==> src/rtl/dmem_pkg.sv <==
// Shared types, constants and address checking for the data-memory responder.
package dmem_pkg;

    typedef enum logic [1:0] {
        IDLE,
        WAIT,
        RESP
    } state_t;

    localparam int unsigned BYTES_PER_WORD = 4;
    localparam int unsigned WAIT_CNT_W     = 4;

    // Flags a word access that is misaligned or lands beyond the last RAM word.
    function automatic logic addr_err(input logic [31:0] addr, input int unsigned entry_count);
        return (addr[1:0] != 2'b00) || ({2'b00, addr[31:2]} >= entry_count);
    endfunction

endpackage

==> src/rtl/dmem_array.sv <==
// Word-organised RAM: byte-enable synchronous write, asynchronous read, synchronous clear.
module dmem_array
    import dmem_pkg::*;
#(
    parameter int unsigned BIT_WIDTH   = 32,
    parameter int unsigned ENTRY_COUNT = 32
) (
    input  logic                           clk,
    input  logic                           rst,
    input  logic                           we,
    input  logic [$clog2(ENTRY_COUNT)-1:0] idx,
    input  logic [BIT_WIDTH-1:0]           wdata,
    input  logic [BYTES_PER_WORD-1:0]      be,
    output logic [BIT_WIDTH-1:0]           rdata
);

    logic [BIT_WIDTH-1:0] mem [ENTRY_COUNT];

    // Clear every word on reset, otherwise merge the enabled byte lanes into the indexed word.
    always_ff @(posedge clk) begin
        if (rst) begin
            for (int unsigned i = 0; i < ENTRY_COUNT; i++) begin
                mem[i] <= '0;
            end
        end else if (we) begin
            for (int unsigned b = 0; b < BYTES_PER_WORD; b++) begin
                if (be[b]) begin
                    mem[idx][8*b +: 8] <= wdata[8*b +: 8];
                end
            end
        end
    end

    assign rdata = mem[idx];

endmodule

==> src/rtl/dmem_responder.sv <==
// Data-memory responder: one outstanding load/store, programmable wait states, error reporting.
module dmem_responder
    import dmem_pkg::*;
#(
    parameter int unsigned BIT_WIDTH   = 32,
    parameter int unsigned ENTRY_COUNT = 32,
    parameter int unsigned LATENCY     = 1
) (
    input  logic                      clk,
    input  logic                      rst,
    input  logic                      req_valid,
    output logic                      req_ready,
    input  logic                      req_we,
    input  logic [31:0]               req_addr,
    input  logic [BIT_WIDTH-1:0]      req_wdata,
    input  logic [BYTES_PER_WORD-1:0] req_be,
    output logic                      rsp_valid,
    input  logic                      rsp_ready,
    output logic [BIT_WIDTH-1:0]      rsp_rdata,
    output logic                      rsp_err
);

    localparam int unsigned IDX_W = $clog2(ENTRY_COUNT);
    localparam logic [WAIT_CNT_W-1:0] CNT_LOAD =
        (LATENCY > 0) ? WAIT_CNT_W'(LATENCY - 1) : '0;

    state_t                    state, state_nxt;
    logic [WAIT_CNT_W-1:0]     cnt, cnt_nxt;
    logic                      accept, commit;

    logic                      lat_we;
    logic [31:0]               lat_addr;
    logic [BIT_WIDTH-1:0]      lat_wdata;
    logic [BYTES_PER_WORD-1:0] lat_be;

    logic                      acc_we;
    logic [31:0]               acc_addr;
    logic [BIT_WIDTH-1:0]      acc_wdata;
    logic [BYTES_PER_WORD-1:0] acc_be;
    logic                      acc_err;
    logic [IDX_W-1:0]          acc_idx;
    logic [BIT_WIDTH-1:0]      arr_rdata;

    // State and wait-counter registers.
    always_ff @(posedge clk) begin
        if (rst) begin
            state <= IDLE;
            cnt   <= '0;
        end else begin
            state <= state_nxt;
            cnt   <= cnt_nxt;
        end
    end

    // Next-state logic; also decides when a request is accepted and when the access commits.
    always_comb begin
        state_nxt = state;
        cnt_nxt   = cnt;
        accept    = 1'b0;
        commit    = 1'b0;
        case (state)
            IDLE: begin
                if (req_valid) begin
                    accept = 1'b1;
                    if (LATENCY == 0) begin
                        commit    = 1'b1;
                        state_nxt = RESP;
                    end else begin
                        cnt_nxt   = CNT_LOAD;
                        state_nxt = WAIT;
                    end
                end
            end
            WAIT: begin
                if (cnt != '0) begin
                    cnt_nxt = cnt - WAIT_CNT_W'(1);
                end else begin
                    commit    = 1'b1;
                    state_nxt = RESP;
                end
            end
            RESP: begin
                if (rsp_ready) begin
                    state_nxt = IDLE;
                end
            end
            default: state_nxt = IDLE;
        endcase
    end

    // Capture the request fields at the accept edge; they drive the commit after wait states.
    always_ff @(posedge clk) begin
        if (rst) begin
            lat_we    <= 1'b0;
            lat_addr  <= '0;
            lat_wdata <= '0;
            lat_be    <= '0;
        end else if (accept) begin
            lat_we    <= req_we;
            lat_addr  <= req_addr;
            lat_wdata <= req_wdata;
            lat_be    <= req_be;
        end
    end

    // With zero wait states the commit happens on the accept edge, so the live request is used then.
    always_comb begin
        if (state == IDLE) begin
            acc_we    = req_we;
            acc_addr  = req_addr;
            acc_wdata = req_wdata;
            acc_be    = req_be;
        end else begin
            acc_we    = lat_we;
            acc_addr  = lat_addr;
            acc_wdata = lat_wdata;
            acc_be    = lat_be;
        end
        acc_err = addr_err(acc_addr, ENTRY_COUNT);
        acc_idx = acc_addr[IDX_W+1:2];
    end

    dmem_array #(
        .BIT_WIDTH  (BIT_WIDTH),
        .ENTRY_COUNT(ENTRY_COUNT)
    ) u_array (
        .clk  (clk),
        .rst  (rst),
        .we   (commit && acc_we && !acc_err),
        .idx  (acc_idx),
        .wdata(acc_wdata),
        .be   (acc_be),
        .rdata(arr_rdata)
    );

    // Response registers: loaded at commit, held through backpressure, cleared on handshake.
    always_ff @(posedge clk) begin
        if (rst) begin
            rsp_valid <= 1'b0;
            rsp_rdata <= '0;
            rsp_err   <= 1'b0;
        end else if (commit) begin
            rsp_valid <= 1'b1;
            rsp_err   <= acc_err;
            rsp_rdata <= (acc_err || acc_we) ? '0 : arr_rdata;
        end else if (state == RESP && rsp_ready) begin
            rsp_valid <= 1'b0;
            rsp_rdata <= '0;
            rsp_err   <= 1'b0;
        end
    end

    assign req_ready = (state == IDLE) && !rst;

endmodule

==> config.mk <==
export PLATFORM = sky130hd
export DESIGN_NAME = dmem_responder
export DESIGN_NICKNAME = d
export VERILOG_FILES = /design/src/rtl/dmem_pkg.sv /design/src/rtl/dmem_array.sv /design/src/rtl/dmem_responder.sv
export SDC_FILE = /design/constraint.sdc
export NUM_CORES = 2
export LEC_CHECK = 0
export CORE_UTILIZATION = 60
export CTS_BUF_LIST = sky130_fd_sc_hd__clkbuf_4 sky130_fd_sc_hd__clkbuf_8
export DETAILED_ROUTE_END_ITERATION = 16
export PLACE_DENSITY = 0.81
export SLEW_MARGIN = 5
export SYNTH_ARGS = -nofsm -noshare
export SYNTH_HDL_FRONTEND = slang
export SYNTH_SLANG_ARGS = --single-unit
==> constraint.sdc <==
create_clock -name clk -period 8.7 [get_ports clk]
set_clock_uncertainty 0.1 [all_clocks]
set_input_delay 1.74 -clock clk [delete_from_list [all_inputs] [get_ports clk]]
set_output_delay 1.74 -clock clk [all_outputs]
set_load 0.005 [all_outputs]
# --- Word-level counts from Yosys, hierarchy flattened ---
# Memory sizes are Yosys's and may differ from the RTL's.
# Cells that the tools add are included.
# W data, S select, Z words.
word_totals:
  ramBits: 1024
  wordCells: 76
  in_bits: 73
  n_memories: 1
  regBits: 109
  output_inout_bits: 35
mem_list:
  columns: ["name", "depth", "word_bits", "rd", "rd_clocked_by_memory_dff", "write_ports", "line", "rtl"]
  rows:
  - ["u_array.mem", 32, 32, 1, 0, 32, "dmem_array.sv:17", "logic [BIT_WIDTH-1:0] mem [ENTRY_COUNT];"]
op_classes:
  magnitude_cmp: 1
  n_reduce_logical: 16
  muxes: 42
  n_eq_ne: 6
  add_sub_neg: 1
ops:
  columns: ["cell", "n"]
  rows:
  - ["$mux W32", 6]
  - ["$reduce_or A32 Y1", 1]
  - ["$ge A30 B6 Y1 const B", 1]
  - ["$mux W1", 26]
  - ["$mux W4", 4]
  - ["$ne A2 B2 Y1 const B", 4]
  - ["$pmux W4 S2", 1]
  - ["$mux W2", 3]
  - ["$pmux W2 S3", 1]
  - ["$reduce_and A3 Y1", 2]
  - ["$reduce_bool A2 Y1", 3]
  - ["$mux W5", 1]
  - ["$logic_and A1 B1 Y1", 4]
  - ["$reduce_bool A4 Y1", 1]
  - ["$sub A4 B1 Y4 const B", 1]
  - ["$eq A2 B1 Y1 const B", 1]
  - ["$eq A2 B2 Y1 const B", 1]
  - ["$logic_not A1 Y1", 2]
  - ["$logic_not A2 Y1", 1]
  - ["$logic_or A1 B1 Y1", 2]

# --- Depth between registers and ports, before layout ---
depth:
  depth_word: 11
  ltp_mapped: 10
  mapped_depth_nobuf: 7

# --- Modules after synthesis ---
# From an unflattened synthesis, not the netlist that was laid out.
unflattened:
  hier_cells: 4029
  hier_area_um2: 51778.4
by_module_without_submodules:
  columns: ["mod", "n_inst", "area_each_um2", "cells_per_inst"]
  rows:
  - ["dmem_array", 1, 47144.0, 3482]
  - ["dmem_responder", 1, 4634.4, 547]

# --- Worst setup path before layout ---
# Ideal clock, no wire load.
synth_timing:
  kind: "input to output"
  from: "input port rst"
  to: "output port req_ready"
  t_arrival_ns: 2.627
  slack_ns: 4.233
  n_path_buf: 3
  t_required_ns: 6.860
  stages: 4
  cell_sequence: "clkbuf_1 -> clkbuf_1 -> clkbuf_1 -> nor2_1"
synth_between:
  elab_chain_len: 2
synth_rtl:
  columns: ["item", "line", "rtl"]
  rows:
  - ["from (decl)", "dmem_responder.sv:10", "input logic rst,"]
  - ["$logic_not A1 Y1", "dmem_responder.sv:153", "assign req_ready = (state == IDLE) && !rst;"]
  - ["$logic_and A1 B1 Y1", "dmem_responder.sv:153", null]
  - ["to (decl)", "dmem_responder.sv:12", "output logic req_ready,"]
# Every way passes these cells.

==> run summary <==
outcome = complete, no violations
count of pins over their slew limit = 0
top cell type's share of synthesized area = 65.1%
count of cell types in the netlist = 47
Starting Density = 60.8%
Setup violations, final = 0
latest clock arrival within the worst-skew pair = 840 ps
Nets = 4180
Post-DP HPWL = 86.5 mm
Wirelength per Cell = 27.7 um
DR vias = 36400
cts repair resizes = 0
Max-Cap Viols = 0
global route overflow = 0
placed insts = 4974
cell count after synthesis = 4126
Clk pwr share = 36.9%
Slew headroom = 13.9%
Req. time, crit path = 9220 ps
Worst Hold Launch = rsp_rdata[4]$_SDFFE_PP0P_
R2R setup slack = 3910 ps
die width = 283 um
Synth Area per Inst = 11.4 sq um
vias in the first global route = 33900
main area contributors after synthesis = edfxtp_1, nor2_1, o22ai_1, dfxtp_1, nand2_1
final WL = 146 mm
slew of the pin with the lowest slew margin = 1290 ps
largest net degree at the start of global routing = 137
sequential area share after synthesis = 69.7%
P per Cell Area = 225 nW/um^2
critical path arrival = 5780 ps
sequential share of power = 52.5%
H-tree Lvls = 4
Mapped Area = 47200 sq um
port bufs = 107
Tcrit/Tclk final = 60.5%
DR pass1 iterations = 9
Worst Hold Class = flop to flop
CTS max path bufs = 3
I/O pin count = 108
reg2reg start = state[1]$_SDFFE_PP0P_
Pint = 8.67 mW
leakage power = 17.2 nW
Fin. Hold Viols = 0
Switch Pwr = 3.07 mW
global-route wire length before repair = 211 mm
CORE AREA = 77700 sq um
ANT nets after route = 0
Tot Pwr = 11.7 mW
post-route design area = 52100 sq um
#FFs+latches synth = 1133
clock transition at the registers of the reported paths = 60 ps
final cell count without fillers = 5283
share of cells above drive strength 1 = 9.74%
Crit Path Max Fanout = 32
Post-CTS Setup Repair Bufs = 0
gpl congestion = 0.886
Area Overhead vs Synth = 10.3%
TritonCTS buffer count = 169
peak supply drop = 0.163 mV
die height = 283 um
WHS Endpoint = rsp_rdata[4]$_SDFFE_PP0P_
1st-iter DRT viols = 7018
Fillers = 5391
combinational share of power = 10.6%
gr usage total = 36.3%
post-DR vias/cell = 6.89
Hold Path Stages = 2
Worst Reg-to-Reg Cells = 6
Max Fclk = 190 MHz
Sw Share = 26.2%
DP Area = 48800 sq um
clock net sink count = 1133
most common cell after layout, fill and taps aside = nor2_1
syn nets = 4201
cts hold-fix bufs = 0
Min Hold Slack = 351 ps
most frequent cells in the layout = nor2_1, edfxtp_1, o22ai_1
die area = 79800 sq um
Row Count = 102
CTS tree = yes
Residual DRC = 0
initial antenna violation count = 3
RR Endpoint = u_array.mem[11][5]$_SDFFCE_PN0P_
Final min period = 5260 ps
root buf cell = clkbuf_8
Setup TNS = 0 ps
kind of start point of the critical path = input port
Yosys warnings = 0
largest area contributor in the netlist = edfxtp_1
WS Path Type = input port to flop
CP endpoint kind = flop
RSZ-0062 raised after global routing = no
power groups by stage:
| stage | clock network, mW | logic [mW] | registers [mW] |
|---|---|---|---|
| after global placement | 0 | 1.16 | 6.26 |
| after global routing | 4.53 | 1.27 | 6.17 |
| final | 4.33 | 1.24 | 6.16 |
| after floorplan | 0 | 0.694 | 6.25 |
| after detailed placement | 0 | 1.17 | 6.27 |
| after CTS | 4.28 | 1.18 | 6.16 |
per-stage QoR:
step                      utilization (%)  setup WS (ps)
final                                67.0           3440
after global routing                 67.0           3200
after CTS                            67.0           3540
after detailed placement             62.8           2780
after global placement               62.8           2890
after floorplan                         -           4230
worst max-delay path by stage:
stage	startpoint	end	slack, ps	cells after the start
final	req_addr[25]	u_array.mem[11][5]$_SDFFCE_PN0P_	3440	7
after floorplan	rst	req_ready	4230	4
after global placement	req_addr[25]	u_array.mem[13][1]$_SDFFCE_PN0P_	2890	7
after detailed placement	req_addr[25]	u_array.mem[13][3]$_SDFFCE_PN0P_	2780	7
after CTS	rst	req_ready	3540	4
after global routing	req_addr[25]	u_array.mem[20][4]$_SDFFCE_PN0P_	3200	7
layout make-up:
class | instances | area (sq um) | area share, %
antenna | 2 | 5.00 | 0.00960
clock buffer | 243 | 2960 | 5.67
clock inverter | 64 | 369 | 0.708
inverter | 5 | 18.8 | 0.0360
multi-input combinational | 2651 | 13100 | 25.2
sequential | 1133 | 32900 | 63.2
tap | 1040 | 1300 | 2.50
timing repair buffer | 145 | 1380 | 2.65
registers in the layout, indices dropped and copies added (netlist names):
signal and count:
lat_we 1, u_array.mem 1024, rsp_rdata 32, lat_be 4, lat_addr 32, lat_wdata 32, cnt 4, rsp_valid 1
rsp_err 1, state 2
routing by layer:
| metal | vias to the layer above | share of wire (%) | track usage, % |
|---|---|---|---|
| met5 | - | 0.035 | 0.366 |
| met4 | 4 | 5.2 | 17.5 |
| met3 | 617 | 18 | 12.8 |
| met2 | 3631 | 44 | 53.3 |
| met1 | 17000 | 33 | 48.5 |
| li1 | 15100 | - | - |
synthesized netlist by cell type, drive strengths merged:
master	number
and2	2
or3b	1
a21oi	74
nand2	437
a31oi	5
nor3b	1
nand3b	1
o21bai	60
or4b	1
buf	76
o31ai	21
mux2	4
dfxtp	109
or2	2
o22ai	512
ha	2
and3b	1
o41ai	11
o21ai	217
edfxtp	1024
nor2	1040
nand2b	6
a21o	9
clkbuf	261
mux2i	8
and4	2
nor2b	1
inv	5
a211oi	5
nor4bb	1
nor3	71
nor4b	2
nand3	15
or4	4
xnor2	2
nand4	55
a31o	60
nor4	18
cell families after synthesis:
kind of cell    share of synthesized area [%]
mux                                     0.265
xor+xnor                               0.0371
simple gates                             14.1
flops                                    69.7
buf+inv                                  2.90
fa+ha+maj                              0.0530
compound gates                           12.9
critical path, cell delays in order:
cell	delay (ps)
clkdlybuf4s50_1	420
nor4_1	350
and4_1	290
nand4_2	310
a211oi_1	1090
nand3_1	1160
nor2_1	400
Note: power is estimated with default switching activity, not from simulation.
